[src/rtl/uart_pkg.sv]
// Shared definitions for the buffered UART receiver: FSM states, oversample
// ratio, majority-vote tick positions and the vote helper.
package uart_pkg;

    typedef enum logic [2:0] {
        IDLE,
        START,
        DATA,
        PARITY,
        STOP
    } rx_state_e;

    localparam int         OVERSAMPLE = 16;
    localparam logic [3:0] VOTE_T0    = 4'd7;
    localparam logic [3:0] VOTE_T1    = 4'd8;
    localparam logic [3:0] VOTE_T2    = 4'd9;
    localparam logic [3:0] LAST_TICK  = 4'(OVERSAMPLE - 1);

    function automatic logic majority3(input logic a, input logic b, input logic c);
        return (a & b) | (a & c) | (b & c);
    endfunction

endpackage

[src/rtl/rx_fifo.sv]
// Byte FIFO between the UART deframer and the register interface. Push is
// refused when full unless a pop happens in the same cycle; pop is refused when empty.
module rx_fifo #(
    parameter int DEPTH = 4,
    parameter int WIDTH = 8
) (
    input  logic                     clk,
    input  logic                     reset,
    input  logic                     push,
    input  logic [WIDTH-1:0]         push_data,
    input  logic                     pop,
    output logic [WIDTH-1:0]         head_data,
    output logic                     full,
    output logic                     empty,
    output logic [$clog2(DEPTH):0]   count
);

    localparam int            AW      = $clog2(DEPTH);
    localparam logic [AW:0]   DEPTH_C = (AW + 1)'(DEPTH);

    logic [AW:0]      wr_ptr_q, wr_ptr_d;
    logic [AW:0]      rd_ptr_q, rd_ptr_d;
    logic [WIDTH-1:0] mem_q [DEPTH];
    logic             do_push, do_pop;

    assign count     = wr_ptr_q - rd_ptr_q;
    assign full      = (count == DEPTH_C);
    assign empty     = (count == '0);
    assign head_data = empty ? '0 : mem_q[rd_ptr_q[AW-1:0]];

    // NOTE: every always_comb output gets a default first so no path can infer a latch.
    always_comb begin
        do_pop   = pop & ~empty;
        do_push  = push & (~full | do_pop);
        wr_ptr_d = wr_ptr_q;
        rd_ptr_d = rd_ptr_q;
        if (do_push) wr_ptr_d = wr_ptr_q + (AW + 1)'(1);
        if (do_pop)  rd_ptr_d = rd_ptr_q + (AW + 1)'(1);
    end

    // NOTE: state flops use non-blocking assignment so all registers update together at the edge.
    always_ff @(posedge clk) begin
        if (reset) begin
            wr_ptr_q <= '0;
            rd_ptr_q <= '0;
        end else begin
            wr_ptr_q <= wr_ptr_d;
            rd_ptr_q <= rd_ptr_d;
        end
    end

    // NOTE: storage is deliberately not reset; emptiness comes from the pointers and head_data is masked.
    always_ff @(posedge clk) begin
        if (do_push) mem_q[wr_ptr_q[AW-1:0]] <= push_data;
    end

endmodule

[src/rtl/uart_rx_buffered.sv]
// Oversampling 8N1 UART receiver with majority voting feeding a byte FIFO.
// Define UART_RX_PARITY_EN for 8E1 framing with a live parity_err flag.
module uart_rx_buffered
    import uart_pkg::*;
#(
    parameter int CLK_HZ = 50_000_000,
    parameter int BAUD   = 9600,
    parameter int DEPTH  = 4
) (
    input  logic                   clk,
    input  logic                   reset,
    input  logic                   uart_rx,
    input  logic                   rd_en,
    input  logic                   clr_err,
    output logic [7:0]             rx_data,
    output logic                   rx_valid,
    output logic [$clog2(DEPTH):0] rx_count,
    output logic                   frame_err,
    output logic                   overrun,
    output logic                   parity_err
);

    localparam int            DIV      = CLK_HZ / (BAUD * OVERSAMPLE);
    localparam int            DW       = (DIV > 1) ? $clog2(DIV) : 1;
    localparam logic [DW-1:0] DIV_LAST = DW'(DIV - 1);

    rx_state_e     state_q, state_d;
    logic          sync1_q, sync1_d, sync2_q, sync2_d, prev_q, prev_d;
    logic [DW-1:0] div_cnt_q, div_cnt_d;
    logic [3:0]    tick_idx_q, tick_idx_d;
    logic [2:0]    bit_idx_q, bit_idx_d;
    logic [1:0]    samp_q, samp_d;
    logic [7:0]    shift_q, shift_d;
    logic          frame_err_q, frame_err_d, overrun_q, overrun_d;

    logic tick, vote, vote_tick, window_end;
    logic push, frame_set, overrun_set;
    logic fifo_full, fifo_empty;

    assign tick       = (div_cnt_q == DIV_LAST);
    assign vote       = majority3(samp_q[0], samp_q[1], sync2_q);
    assign vote_tick  = tick && (tick_idx_q == VOTE_T2);
    assign window_end = tick && (tick_idx_q == LAST_TICK);

    always_comb begin
        sync1_d    = uart_rx;
        sync2_d    = sync1_q;
        prev_d     = sync2_q;
        state_d    = state_q;
        div_cnt_d  = tick ? '0 : div_cnt_q + DW'(1);
        tick_idx_d = tick ? tick_idx_q + 4'd1 : tick_idx_q;
        bit_idx_d  = bit_idx_q;
        samp_d     = samp_q;
        shift_d    = shift_q;
        push       = 1'b0;
        frame_set  = 1'b0;

        if (tick && tick_idx_q == VOTE_T0) samp_d[0] = sync2_q;
        if (tick && tick_idx_q == VOTE_T1) samp_d[1] = sync2_q;

        case (state_q)
            IDLE: begin
                // Falling edge restarts the divider so windows align to the start bit.
                if (prev_q && !sync2_q) begin
                    state_d    = START;
                    div_cnt_d  = '0;
                    tick_idx_d = '0;
                end
            end
            START: begin
                if (vote_tick && vote) begin
                    state_d = IDLE;
                end else if (window_end) begin
                    state_d   = DATA;
                    bit_idx_d = '0;
                end
            end
            DATA: begin
                if (vote_tick) shift_d = {vote, shift_q[7:1]};
                if (window_end) begin
                    if (bit_idx_q == 3'd7) begin
`ifdef UART_RX_PARITY_EN
                        state_d = PARITY;
`else
                        state_d = STOP;
`endif
                    end else begin
                        bit_idx_d = bit_idx_q + 3'd1;
                    end
                end
            end
`ifdef UART_RX_PARITY_EN
            PARITY: begin
                if (window_end) state_d = STOP;
            end
`endif
            STOP: begin
                // Leave at the vote, not the window end, so a short stop bit cannot hide the next start.
                if (vote_tick) begin
                    push      = vote;
                    frame_set = ~vote;
                    state_d   = IDLE;
                end
            end
            default: state_d = IDLE;
        endcase

        overrun_set = push & fifo_full & ~rd_en;
        frame_err_d = frame_set | (frame_err_q & ~clr_err);
        overrun_d   = overrun_set | (overrun_q & ~clr_err);
    end

    always_ff @(posedge clk) begin
        if (reset) begin
            state_q     <= IDLE;
            sync1_q     <= 1'b1;
            sync2_q     <= 1'b1;
            prev_q      <= 1'b1;
            div_cnt_q   <= '0;
            tick_idx_q  <= '0;
            bit_idx_q   <= '0;
            samp_q      <= '0;
            shift_q     <= '0;
            frame_err_q <= 1'b0;
            overrun_q   <= 1'b0;
        end else begin
            state_q     <= state_d;
            sync1_q     <= sync1_d;
            sync2_q     <= sync2_d;
            prev_q      <= prev_d;
            div_cnt_q   <= div_cnt_d;
            tick_idx_q  <= tick_idx_d;
            bit_idx_q   <= bit_idx_d;
            samp_q      <= samp_d;
            shift_q     <= shift_d;
            frame_err_q <= frame_err_d;
            overrun_q   <= overrun_d;
        end
    end

`ifdef UART_RX_PARITY_EN
    logic parity_err_q, parity_err_d, parity_set;

    always_comb begin
        parity_set   = (state_q == PARITY) && vote_tick && (vote != ^shift_q);
        parity_err_d = parity_set | (parity_err_q & ~clr_err);
    end

    always_ff @(posedge clk) begin
        if (reset) parity_err_q <= 1'b0;
        else       parity_err_q <= parity_err_d;
    end

    assign parity_err = parity_err_q;
`else
    assign parity_err = 1'b0;
`endif

    rx_fifo #(
        .DEPTH (DEPTH),
        .WIDTH (8)
    ) u_fifo (
        .clk       (clk),
        .reset     (reset),
        .push      (push),
        .push_data (shift_q),
        .pop       (rd_en),
        .head_data (rx_data),
        .full      (fifo_full),
        .empty     (fifo_empty),
        .count     (rx_count)
    );

    assign rx_valid  = ~fifo_empty;
    assign frame_err = frame_err_q;
    assign overrun   = overrun_q;

endmodule
[config.mk]
export PLATFORM = sky130hd
export DESIGN_NAME = uart_rx_buffered
export DESIGN_NICKNAME = d
export VERILOG_FILES = /design/src/rtl/uart_pkg.sv /design/src/rtl/rx_fifo.sv /design/src/rtl/uart_rx_buffered.sv
export SDC_FILE = /design/constraint.sdc
export NUM_CORES = 1
export LEC_CHECK = 0
export ABC_AREA = 1
export CORE_MARGIN = 1
export CORE_UTILIZATION = 63
export DETAILED_ROUTE_END_ITERATION = 10
export PLACE_DENSITY = 0.84
export SETUP_SLACK_MARGIN = 0.4
export SLEW_MARGIN = 25
export SYNTH_ARGS = -nofsm -noshare
export SYNTH_HDL_FRONTEND = slang
export SYNTH_SLANG_ARGS = --single-unit
[constraint.sdc]
create_clock -name clk -period 6.6 [get_ports clk]
set_input_delay 1.65 -clock clk [delete_from_list [all_inputs] [get_ports clk]]
set_output_delay 1.65 -clock clk [all_outputs]
set_load 0.05 [all_outputs]
-- Word-level counts from Yosys, hierarchy flattened
Memory sizes are Yosys's and may differ from the RTL's. A register that Yosys moved wholly into a read port is not among the register bits.
Cells that the tools add are included.
- RAM bits: 32
- output and inout port bits: 15
- memories kept: 1
- ROM bits: 0
- register bits after elaboration: 40
- word-level logic and storage cells: 98
- input port bits: 5
- bits in latches: 0
- multiplexer cells: 27
- $lt $le $gt $ge: 0
- shift-type cells: 0
- $add $sub $neg: 6
- divide/modulo/power cells: 0
- eq/ne operators: 18
- bitwise gates (word level): 19
- reductions and logical operators: 13
- $mul: 0
- memory list (name ; depth ; bits a word ; rd ports ; clocked after memory_dff ; write ports ; line ; source):
    u_fifo.mem_q ; 4 ; 8 ; 1 ; 1 ; 1 ; rx_fifo.sv:23 ; logic [WIDTH-1:0] mem_q [DEPTH];
- operators with widths (operator ; count):
    3-bit 2-to-1 mux ; 10
    9-bit 2-to-1 mux ; 3
    2-bit inequality test (second input constant) ; 7
    4-bit == test (second input constant) ; 3
    4-bit 2-to-1 mux ; 3
    3-bit case mux with 4 select lines ; 1
    5-bit AND reduction ; 2
    3-bit by 1-bit adder with 3-bit output (second input constant) ; 3
    9-bit by 1-bit adder with 9-bit output (second input constant) ; 1
    1-bit bitwise AND ; 9
    3-bit == test (second input constant) ; 3
    9-bit == test (second input constant) ; 1
    8-bit 2-to-1 mux ; 1
    1-bit logical AND ; 6
    3-bit zero test ; 2
    1-bit 2-to-1 mux ; 6
    3-bit case mux with 2 select lines ; 1
    1-bit NOT ; 5
    1-bit bitwise OR ; 5
    4-bit by 1-bit adder with 4-bit output (second input constant) ; 1
    4-bit by 3-bit == test with 1-bit output (second input constant) ; 1
    2-bit 2-to-1 mux ; 2
    3-bit by 1-bit == test with 1-bit output (second input constant) ; 1
    3-bit by 2-bit == test with 1-bit output (second input constant) ; 1
    other kinds (5) ; 5

-- Longest topological paths before layout
- word-level depth: 8
- depth in mapped cells: 12

-- Modules after synthesis
From an unflattened synthesis, not the netlist that was laid out.
- cell total of the unflattened synthesis: 388
- area, all modules: 3547.2 um^2
- modules (own cells, without submodules) (module ; area an instance (um^2) ; cells each ; sequential area each (um^2) ; instances):
    rx_fifo ; 1839.3 ; 167 ; 1121.1 ; 1
    uart_rx_buffered ; 1707.9 ; 221 ; 680.7 ; 1

-- Least setup slack after synthesis
OpenSTA, ideal clock, no wires.
- kind: register to output
- from: reg u_fifo.wr_ptr_q[0]
- to: out rx_data[0]
- data arrival time: 1.995 ns
- stages on the path, launching flop included: 11
- path slack: 2.955 ns
- buffers on the path: 1
- cell sequence: dfxtp_1 -> inv_1 -> ha_1 -> fa_1 -> xor2_1 -> nand2_1 -> nand2_1 -> nand3_1 -> buf_4 -> nand2_1 -> inv_1
- word-level cells in the longest chain between the ends: 3
- RTL lines (what ; line ; source):
    start: declaration ; rx_fifo.sv:21 ; logic [AW:0] wr_ptr_q, wr_ptr_d;
    start signal: assignment ; rx_fifo.sv:47 ; wr_ptr_q <= wr_ptr_d;
    3-bit subtractor ; rx_fifo.sv:26 ; assign count = wr_ptr_q - rd_ptr_q;
    3-bit zero test ; rx_fifo.sv:28 ; assign empty = (count == '0);
    8-bit 2-to-1 mux ; rx_fifo.sv:29 ; assign head_data = empty ? '0 : mem_q[rd_ptr_q[AW-1:0]];
    end: declaration ; uart_rx_buffered.sv:15 ; output logic [7:0] rx_data,
Every way passes these cells.

-- Worst setup path in the final report
- from: reg u_fifo.wr_ptr_q[0]
- to: out rx_data[7]
The elaborated chain is that of the path after synthesis.

==> reports/qor.yml <==
outcome:
  status: "completed"
timing:
  setup_tns_ns: 0
  relSlewSlack_pct: 47.2
  period_share_pct: 71.7
  grt_setup_unrepaired: "false"
  drv_slew: 0
  setup_viol: 0
  clock_skew_ns: 0.00727
  finalHoldViolCount: 0
  fmax_mhz: 211
  period_minus_slack_ns: 4.73
  worst_pin_slew_ns: 0.789
final_layout:
  area_growth_pct: 11.3
  diodes: 0
  nets: 418
  nFillCells: 409
  drive_above_1_share_pct: 7.92
  post-route-util_pct: 73.0
worst_setup_path:
  cp.required_ns: 4.95
  reg2reg_from: "u_fifo.wr_ptr_q[0]"
  r2r_end: "u_fifo.mem_q[3][1]"
  crit_slowest_cell: "clkdlybuf4s50_1"
  critPathMaxFanout: 11
  crit_cells: 11
  setup.worst_path.class: "reg -> out"
  critical_path_buf_inv_count: 4
  rr_worst_depth: 9
  max_stage_delay_ns: 0.69
  cp_top_family: "buffers and inverters"
  cp-end-kind: "primary output"
  cp_data_arrival_time_ns: 3.08
  worst_path_most_repeated_cell: "inv_1"
  worst-r2r-setup-slack_ns: 3.90
  path_cells: "inv_1, ha_1, fa_1, inv_1, or2_0, nand3_1, nand2_1, nand3_1, nand2_1, inv_1, clkdlybuf4s50_1"
  cp-start-kind: "flip-flop"
clocking:
  postCtsSetupRepairBufs: 0
  numCtsBuffers: 9
  clock_latency_ns: 0.33
  holdBufCountCts: 0
  cts_tree: "built"
  cts_root_buf: "clkbuf_8"
  cts.reportedPaths.clkPinSlew_ns: 0.07
  h-tree-depth: 3
  cts_num_sinks: 74
  cts.repair.resized: 0
  clock_path_buffers: 2
route:
  wl_per_cell_um: 12.8
  viasPerCell: 5.22
  detail-route-antenna-nets: 0
  routed-via-count: 2473
  drt_iter0_drc: 116
  drc: 0
  routed_wl_um: 6050
  drtPass1Iterations: 4
pwr:
  power.density_nw_per_um2: 235
  swShare_pct: 26.5
  power.switching_uw: 234
  internal_power_uw: 649
  vdd_ir_drop_max_mv: 0.204
  pwr-share-comb_pct: 11.1
  p_leak_nw: 1.55
  seqPwrFrac_pct: 55.9
  p_clk_share_pct: 33.0
synth:
  ys_types: 39
  synth_edf_count: 32
  synth.cell_area_um2: 3370
  synth_area_per_cell_um2: 8.89
  async_flop_share_pct: 0
  yosysWarnings: 0
  synth_ff_type: "dfxtp_1"
  syn_nets: 398
  synthCells: 379
  ys_ff_latch: 74
  ys_seq_area_share_pct: 53.5
die:
  coreArea_um2: 5140
  die_w_um: 75.1
  ioPinCount: 20
  rows: 26
  start_util_pct: 65.6
  die_h_um: 75.1
  die_area_um2: 5650
min_path:
  worstHoldPathType: "reg -> reg"
  hold_depth: 1
  worstHoldEndpoint: "prev_d"
  min_from: "sync1_q"
flow_run:
  max_cap_viol_count: 0
grt:
  grt_pass1_wl_um: 9680
  grt.total_usage_pct: 23.6
  antenna_found_initial: 0
  grt_pass1_vias: 2238
  grt-ovfl-total: 0
  grt_max_degree: 18
placement:
  place.gp.congestion: 0.796
  port_buffers: 18
  dpl.hpwl_um: 4310
==> sequential cells by signal (all words and copies together) (netlist names), named ones only <==
| name | count |
|---|---|
| u_fifo.wr_ptr_q | 3 |
| overrun | 1 |
| prev_q | 1 |
| bit_idx_q | 3 |
| state_q | 3 |
| tick_idx_q | 4 |
| shift_q | 8 |
| u_fifo.mem_q | 32 |
| prev_d | 1 |
| sync1_q | 1 |
| div_cnt_q | 9 |
| u_fifo.rd_ptr_q | 3 |
| frame_err | 1 |
| samp_q | 2 |
==> cells in the final DEF (no fill, tap or decap), types with 3 or more instances in the layout <==
master / instances
inv_2: 3
nor2_2: 5
a21oi_1: 17
dfxtp_1: 42
inv_1: 55
nand2_1: 43
nor3_1: 15
clkdlybuf4s50_1: 18
nand3_1: 16
edfxtp_1: 32
ha_1: 13
nand4_1: 3
o2111ai_1: 3
nor2_1: 66
xor2_1: 4
clkbuf_8: 9
o32ai_1: 8
o21ai_0: 23
==> routing by layer <==
layer  up-vias  share of wire [%]  global-route usage (%)
met5         -                  0                       0
met4         0               0.76                    8.23
met3         4                3.3                    6.02
met2        43                 50                    41.3
met1      1133                 46                    28.3
li1       1293                  -                       -
==> synth_stat cells (all sizes together), types with 2 or more instances <==
| master | instances | share of area (%) |
|---|---|---|
| nor2 | 72 | 8.6 |
| inv | 59 | 6.6 |
| nand2 | 44 | 5.0 |
| dfxtp | 42 | 25 |
| edfxtp | 32 | 29 |
| o21ai | 24 | 3.6 |
| nand3 | 18 | 3.0 |
| nor3 | 18 | 3.3 |
| a21oi | 17 | 2.5 |
| ha | 13 | 4.8 |
| o32ai | 8 | 2.1 |
| buf | 6 | 1.2 |
| xor2 | 4 | 1.0 |
| clkbuf | 3 | 0.33 |
| nand4 | 3 | 0.56 |
| o2111ai | 3 | 0.78 |
| or2 | 3 | 0.56 |
| nor3b | 2 | 0.45 |
==> final cells by class <==
class / count / area [µm²] / area share, %
sequential: 74 / 1800 / 48.0
clock inverter: 5 / 32.5 / 0.867
timing repair buffer: 18 / 180 / 4.80
multi-input combinational: 237 / 1290 / 34.5
tap: 70 / 87.6 / 2.33
inverter: 59 / 224 / 5.97
clock buffer: 11 / 131 / 3.50
==> power by group through the flow <==
stage          sequential [mW]  clock (mW)  combinational (mW)
6_report                 0.494       0.292              0.0978
5_1_grt                  0.495       0.320               0.109
4_1_cts                  0.493       0.297              0.0966
3_5_place_dp             0.504           0              0.0962
3_3_place_gp             0.503           0              0.0910
2_1_floorplan            0.502           0              0.0771
==> per-stage QoR <==
stage	area, µm²	hold WS, ns	power (mW)	setup slack [ns]	std cells
final	3750	0.421	0.883	1.87	474
after global placement	3590	0.413	0.594	2.35	458
after floorplan	3370	0.389	0.579	2.96	379
after global routing	3750	0.439	0.925	1.62	474
after detailed placement	3590	0.404	0.600	2.23	458
after CTS	3750	0.425	0.887	1.85	474
==> worst max path at each step <==
stage                     slack [ns]               start    endpoint
after floorplan                 2.96  u_fifo.wr_ptr_q[0]  rx_data[0]
after global placement          2.35  u_fifo.wr_ptr_q[0]  rx_data[5]
after detailed placement        2.23  u_fifo.wr_ptr_q[0]  rx_data[7]
after CTS                       1.85  u_fifo.wr_ptr_q[0]  rx_data[7]
after global routing            1.62  u_fifo.wr_ptr_q[0]  rx_data[7]
final                           1.87  u_fifo.wr_ptr_q[0]  rx_data[7]
==> cells by family after synthesis <==
group	after synthesis	share of synthesized area, %
flops	74	53.5
other cells	1	0.111
compound gates	55	9.73
buf+inv	68	8.17
fa+ha+maj	14	5.42
simple gates	162	21.8
xor+xnor	5	1.30
No activity file was read; power rests on OpenSTA's default activity.
